**src/rtl/serial_link_arbiter.sv**
```systemverilog
// Round-robin arbiter that serialises one requester's word, LSB first, onto a
// single bit-serial link, then inserts a fixed number of idle gap cycles.
//
// Ports:
//   clk        sole clock, rising edge
//   reset      asynchronous active-low reset
//   req        per-requester request level, held until ack
//   data       flattened request words, requester i at [i*WORD_W +: WORD_W]
//   hold       downstream pause; freezes serialisation while high
//   ser_bit    serial data bit (forced to 0 when ser_valid is low)
//   ser_valid  qualifies ser_bit
//   grant      one-hot owner of the current transfer, zero otherwise
//   ack        one-cycle one-hot completion pulse
//   busy       high while shifting or in the gap
//   src_id     index of the granted requester; holds last value when idle
module serial_link_arbiter #(
    parameter int unsigned NUM_REQ    = 4,
    parameter int unsigned WORD_W     = 32,
    parameter int unsigned GAP_CYCLES = 1
) (
    input  logic                       clk,
    input  logic                       reset,
    input  logic [NUM_REQ-1:0]         req,
    input  logic [NUM_REQ*WORD_W-1:0]  data,
    input  logic                       hold,
    output logic                       ser_bit,
    output logic                       ser_valid,
    output logic [NUM_REQ-1:0]         grant,
    output logic [NUM_REQ-1:0]         ack,
    output logic                       busy,
    output logic [$clog2(NUM_REQ)-1:0] src_id
);

    localparam int unsigned ID_W  = $clog2(NUM_REQ);
    localparam int unsigned CNT_W = $clog2(WORD_W) + 1;
    localparam int unsigned GAP_W = 4;

    localparam logic [1:0] IDLE  = 2'd0;
    localparam logic [1:0] SHIFT = 2'd1;
    localparam logic [1:0] GAP   = 2'd2;

    logic [1:0]         state_q,   state_d;
    logic [WORD_W-1:0]  sr_q,      sr_d;
    logic [CNT_W-1:0]   bit_cnt_q, bit_cnt_d;
    logic [GAP_W-1:0]   gap_cnt_q, gap_cnt_d;
    logic [NUM_REQ-1:0] grant_q,   grant_d;
    logic [NUM_REQ-1:0] ack_q,     ack_d;
    logic [ID_W-1:0]    src_q,     src_d;
    logic [ID_W-1:0]    ptr_q,     ptr_d;
    logic               busy_q,    busy_d;

    logic               win_found;
    logic [ID_W-1:0]    win_idx;
    logic [WORD_W-1:0]  win_word;

    // Round-robin search starting at ptr_q; descending loop so the nearest hit wins.
    always_comb begin : arb
        int idx;
        win_found = 1'b0;
        win_idx   = '0;
        idx       = 0;
        for (int k = int'(NUM_REQ) - 1; k >= 0; k--) begin
            idx = int'(ptr_q) + k;
            if (idx >= int'(NUM_REQ)) begin
                idx = idx - int'(NUM_REQ);
            end
            if (req[ID_W'(idx)]) begin
                win_found = 1'b1;
                win_idx   = ID_W'(idx);
            end
        end
    end

    // Word of the candidate winner.
    always_comb begin
        win_word = '0;
        for (int i = 0; i < int'(NUM_REQ); i++) begin
            if (win_idx == ID_W'(i)) begin
                win_word = data[i*WORD_W +: WORD_W];
            end
        end
    end

    // Next-state and registered-output logic.
    always_comb begin
        state_d   = state_q;
        sr_d      = sr_q;
        bit_cnt_d = bit_cnt_q;
        gap_cnt_d = gap_cnt_q;
        grant_d   = grant_q;
        ack_d     = '0;
        src_d     = src_q;
        ptr_d     = ptr_q;
        busy_d    = busy_q;

        case (state_q)
            IDLE: begin
                if (win_found) begin
                    state_d   = SHIFT;
                    sr_d      = win_word;
                    bit_cnt_d = '0;
                    grant_d   = NUM_REQ'(1) << win_idx;
                    src_d     = win_idx;
                    ptr_d     = (win_idx == ID_W'(NUM_REQ - 1)) ? '0 : win_idx + ID_W'(1);
                    busy_d    = 1'b1;
                end
            end
            SHIFT: begin
                if (!hold) begin
                    sr_d      = sr_q >> 1;
                    bit_cnt_d = bit_cnt_q + CNT_W'(1);
                    if (bit_cnt_q == CNT_W'(WORD_W - 1)) begin
                        grant_d = '0;
                        ack_d   = grant_q;
                        if (GAP_CYCLES != 0) begin
                            state_d   = GAP;
                            gap_cnt_d = '0;
                        end else begin
                            state_d = IDLE;
                            busy_d  = 1'b0;
                        end
                    end
                end
            end
            GAP: begin
                // hold is deliberately ignored here: the gap never stretches.
                gap_cnt_d = gap_cnt_q + GAP_W'(1);
                if (gap_cnt_q == GAP_W'(GAP_CYCLES - 1)) begin
                    state_d = IDLE;
                    busy_d  = 1'b0;
                end
            end
            default: begin
                state_d = IDLE;
                grant_d = '0;
                busy_d  = 1'b0;
            end
        endcase
    end

    // State and datapath registers; reset aborts any transfer without ack.
    always_ff @(posedge clk or negedge reset) begin
        if (!reset) begin
            state_q   <= IDLE;
            sr_q      <= '0;
            bit_cnt_q <= '0;
            gap_cnt_q <= '0;
            grant_q   <= '0;
            ack_q     <= '0;
            src_q     <= '0;
            ptr_q     <= '0;
            busy_q    <= 1'b0;
        end else begin
            state_q   <= state_d;
            sr_q      <= sr_d;
            bit_cnt_q <= bit_cnt_d;
            gap_cnt_q <= gap_cnt_d;
            grant_q   <= grant_d;
            ack_q     <= ack_d;
            src_q     <= src_d;
            ptr_q     <= ptr_d;
            busy_q    <= busy_d;
        end
    end

    // Serial outputs follow hold within the same cycle so a pause drops valid at once.
    assign ser_valid = (state_q == SHIFT) && !hold;
    assign ser_bit   = ser_valid & sr_q[0];

    assign grant  = grant_q;
    assign ack    = ack_q;
    assign busy   = busy_q;
    assign src_id = src_q;

endmodule

```
**config.mk**
```make
export PLATFORM = sky130hd
export DESIGN_NAME = serial_link_arbiter
export DESIGN_NICKNAME = d
export VERILOG_FILES = /design/src/rtl/serial_link_arbiter.sv
export SDC_FILE = /design/constraint.sdc
export NUM_CORES = 1
export LEC_CHECK = 0
export CAP_MARGIN = 5
export CORE_ASPECT_RATIO = 1.5
export CORE_UTILIZATION = 40
export CTS_CLUSTER_DIAMETER = 50
export CTS_CLUSTER_SIZE = 28
export DETAILED_ROUTE_END_ITERATION = 12
export GPL_ROUTABILITY_DRIVEN = 1
export PLACE_DENSITY = 0.75
export SETUP_SLACK_MARGIN = 0.05
export SLEW_MARGIN = 20
export SYNTH_ARGS = -nofsm -noshare
export SYNTH_HDL_FRONTEND = slang
export SYNTH_SLANG_ARGS = --single-unit
```
**constraint.sdc**
```tcl
create_clock -name clk -period 3.7 [get_ports clk]
set_input_delay 0.555 -clock clk [delete_from_list [all_inputs] [get_ports clk]]
set_output_delay 0.555 -clock clk [all_outputs]
set_load 0.01 [all_outputs]
```
==> flow_summary_export.csv <==
group,metric,value,unit
timing,final-max-slew-violation-count,0,
final_layout,design_area,5520,um^2
synth,synth.avg_cell_area,7.58,um^2
timing,finalSetupTns,0,ps
synth,synth_top_area_share,38.7,%
power_and_ir_drop,powerDensity,623,nW/um^2
final_layout,post-route-util,62.1,%
worst_setup_path,end_kind,"flop",
synth,mappedNetlistArea,3680,um^2
worst_setup_path,path_class,"input port to flop",
final_layout,seqCellArea,1430,um^2
timing,rsz0062_at_grt,"no",
detailed_routing,vias,4015,
floorplanning,core-area,8880,um^2
global_route,antenna_found_initial,0,
timing,worst_slew_pin_slew,963,ps
run,maxCapViolCount,0,
final_layout,nFillCells,784,
clocking,cts.hold.buffers_added,0,
floorplanning,die-area,9610,um^2
place,place_hpwl,7.96,mm
synth,yosysSeqAreaShare,38.7,%
worst_setup_path,crit_path_max_incr_delay,590,ps
final_layout,syn2layout_area_growth,49.7,%
timing,hold_ws,195,ps
detailed_routing,drc,0,
detailed_routing,wl,10.8,mm
clocking,root_buffer,"clkbuf_16",
detailed_routing,firstDrtPassIters,4,
clocking,h-tree-depth,3,
clocking,clockBufferDepth,2,
power_and_ir_drop,leakage,0.00230,uW
floorplanning,die_w,80.4,um
final_layout,final_common_cell,"clkdlybuf4s50_1",
clocking,insertion_delay,320,ps
place,placed_cell_area,5230,um^2
clocking,clock_sinks,57,
detailed_routing,viasPerCell,5.52,
worst_setup_path,path_cells,"clkdlybuf4s50_1 -> a21oi_1 -> o21a_1 -> o22ai_1 -> inv_1 -> ha_2 -> buf_12 -> a21oi_1 -> o21ai_0 -> a221oi_1 -> o21ai_0",
timing,skew,6.14,ps
clocking,postCtsSetupBuffers,0,
timing,finalCritPeriodShare,81.9,%
worst_setup_path,cp.required,3890,ps
clocking,cts_tree,"built",
global_route,grt_overflow,0,
place,place_congestion,0.789,
final_layout,drive_gt1_share,6.16,%
floorplanning,fp.dieH,120,um
clocking,cts_resized,0,
detailed_routing,drtIter0Drc,236,
final_layout,final_nets,756,
detailed_routing,routedWlPerCell,14.9,um
floorplanning,rows,42,
floorplanning,initial_core_util,41.5,%
timing,fmaxAchievable,330,MHz
timing,setup_viol_count_final,0,
timing,relSlewSlack,35.8,%
worst_setup_path,crit_path_max_fanout,36,
power_and_ir_drop,ir_worst_vdd,0.478,mV
final_layout,mostFrequentLayoutCells,"clkdlybuf4s50_1, o21ai_0, nand2_1, a21oi_1, dfrtp_1",
global_route,grt_usage,23.8,%
clocking,cts_buffers,9,
final_layout,multi_input_area,1960,um^2
synth,syn_nets,628,
worst_setup_path,critPathArrivalTime,3220,ps
timing,fin_crit,3030,ps
floorplanning,io_pins,148,
place,place.port_buffers,147,
detailed_routing,ant_nets,0,
synth,synthDistinctLibCells,40,
synth,synth_seq_cells,57,
global_route,grt_pass1_vias,3912,
synth,ys_warn_count,0,
global_route,grt_max_degree,37,
synth,yosysTopAreaCell,"dfrtp_1",
synth,syn-instance-count,486,
clocking,clk_pin_slew,50,ps
final_layout,diodes,0,
global_route,grt_pass1_wl,17.9,mm
synth,synthTopCellsByArea,"dfrtp_1, o21ai_0, a21oi_1",
worst_setup_path,slowest_stage,"clkdlybuf4s50_1",
min_path,hold_path_class,"input port to asynchronous set/reset pin",
status,status,"complete, no violations",
worst_setup_path,worst_setup_path_start_kind,"input port",
timing,finalHoldViolations,0,
==> state kept, by name (all words and copies together), names as in the netlist <==
register,cells
sr_q,32
bit_cnt_q,6
ack,4
gap_cnt_q,4
grant,4
ptr_q,2
src_id,2
state_q,2
busy,1
==> cells by family after synthesis <==
logic type	after synthesis	synth area share (%)
xor+xnor	5	1.19
mux	2	0.577
fa+ha+maj	7	2.38
compound gates	217	33.8
buf+inv	79	8.49
simple gates	119	14.9
flops	57	38.7
==> area by class of cell <==
class | instances | area share [%]
clock buffer | 10 | 4.33
clock inverter | 4 | 0.817
inverter | 39 | 2.65
multi-input combinational | 350 | 35.5
sequential | 57 | 25.9
tap | 110 | 2.49
timing repair buffer | 157 | 28.4
==> worst max-delay path: cells and delay by family <==
family / cells / cell delay [ps]
buf+inv: 3 / 990
compound gates: 7 / 1280
fa+ha+maj: 1 / 400
==> Yosys cell counts (all sizes together) <==
cell and instances:
and3 1, inv 39, o31ai 1, a221oi 32
o21ba 1, or3b 1, and2 5, nand2 82
nor4 1, o21a 2, a21oi 70, ha 7
nand2b 2, nor4b 1, xor2 5, dfrtp 57
nor3 1, o21ai 105, o22ai 1, buf 14
mux2i 1, or4b 1, clkbuf 26, a22oi 4
mux2 1, or4 1, nand3 3, nor3b 2
nor2b 2, nor2 11, o21bai 1, or2 2
nand4 2, or3 1
==> routing by layer <==
metal | GRT usage, % | vias to the layer above | share of wire (%)
met2 | 43.5 | 134 | 55
li1 | - | 1962 | -
met1 | 26.6 | 1900 | 38
met3 | 3.95 | 19 | 4.4
met5 | 0 | - | 0
met4 | 9.60 | 0 | 2.2
==> path summary, 6_finish.rpt <==
path                       depth (start not counted)  slack [ps]                 start                  endpoint
setup / recovery                                  11         670                req[0]      sr_q[28]$_DFFE_PN0P_
hold / removal                                     1         200                 reset  bit_cnt_q[2]$_DFFE_PN0P_
setup reg to reg                                  10        1030  ptr_q[1]$_DFFE_PN0P_      sr_q[28]$_DFFE_PN0P_
hold reg to reg                                    2         470  sr_q[29]$_DFFE_PN0P_      sr_q[29]$_DFFE_PN0P_
max in group asynchronous                          2        2660                 reset      sr_q[12]$_DFFE_PN0P_
min in group clk                                   2         470  sr_q[29]$_DFFE_PN0P_      sr_q[29]$_DFFE_PN0P_
==> through the flow <==
| step | std cells | total power, uW | setup WS, ps |
|---|---|---|---|
| final | 727 | 3440 | 669 |
| after global routing | 727 | 3730 | 455 |
| after CTS | 727 | 3460 | 657 |
| after global placement | 713 | 2590 | 437 |
| after floorplan | 486 | 2100 | 1250 |
| after detailed placement | 713 | 2650 | 322 |
==> where the power goes <==
group / internal (uW) / switching (uW) / total (uW) / leakage (uW)
registers: 870 / 168 / 1040 / 0.000713
clock network: 526 / 265 / 791 / 0.000144
logic: 683 / 926 / 1610 / 0.00144
total: 2080 / 1360 / 3440 / 0.00230
Note: power is estimated with default switching activity, not from simulation.
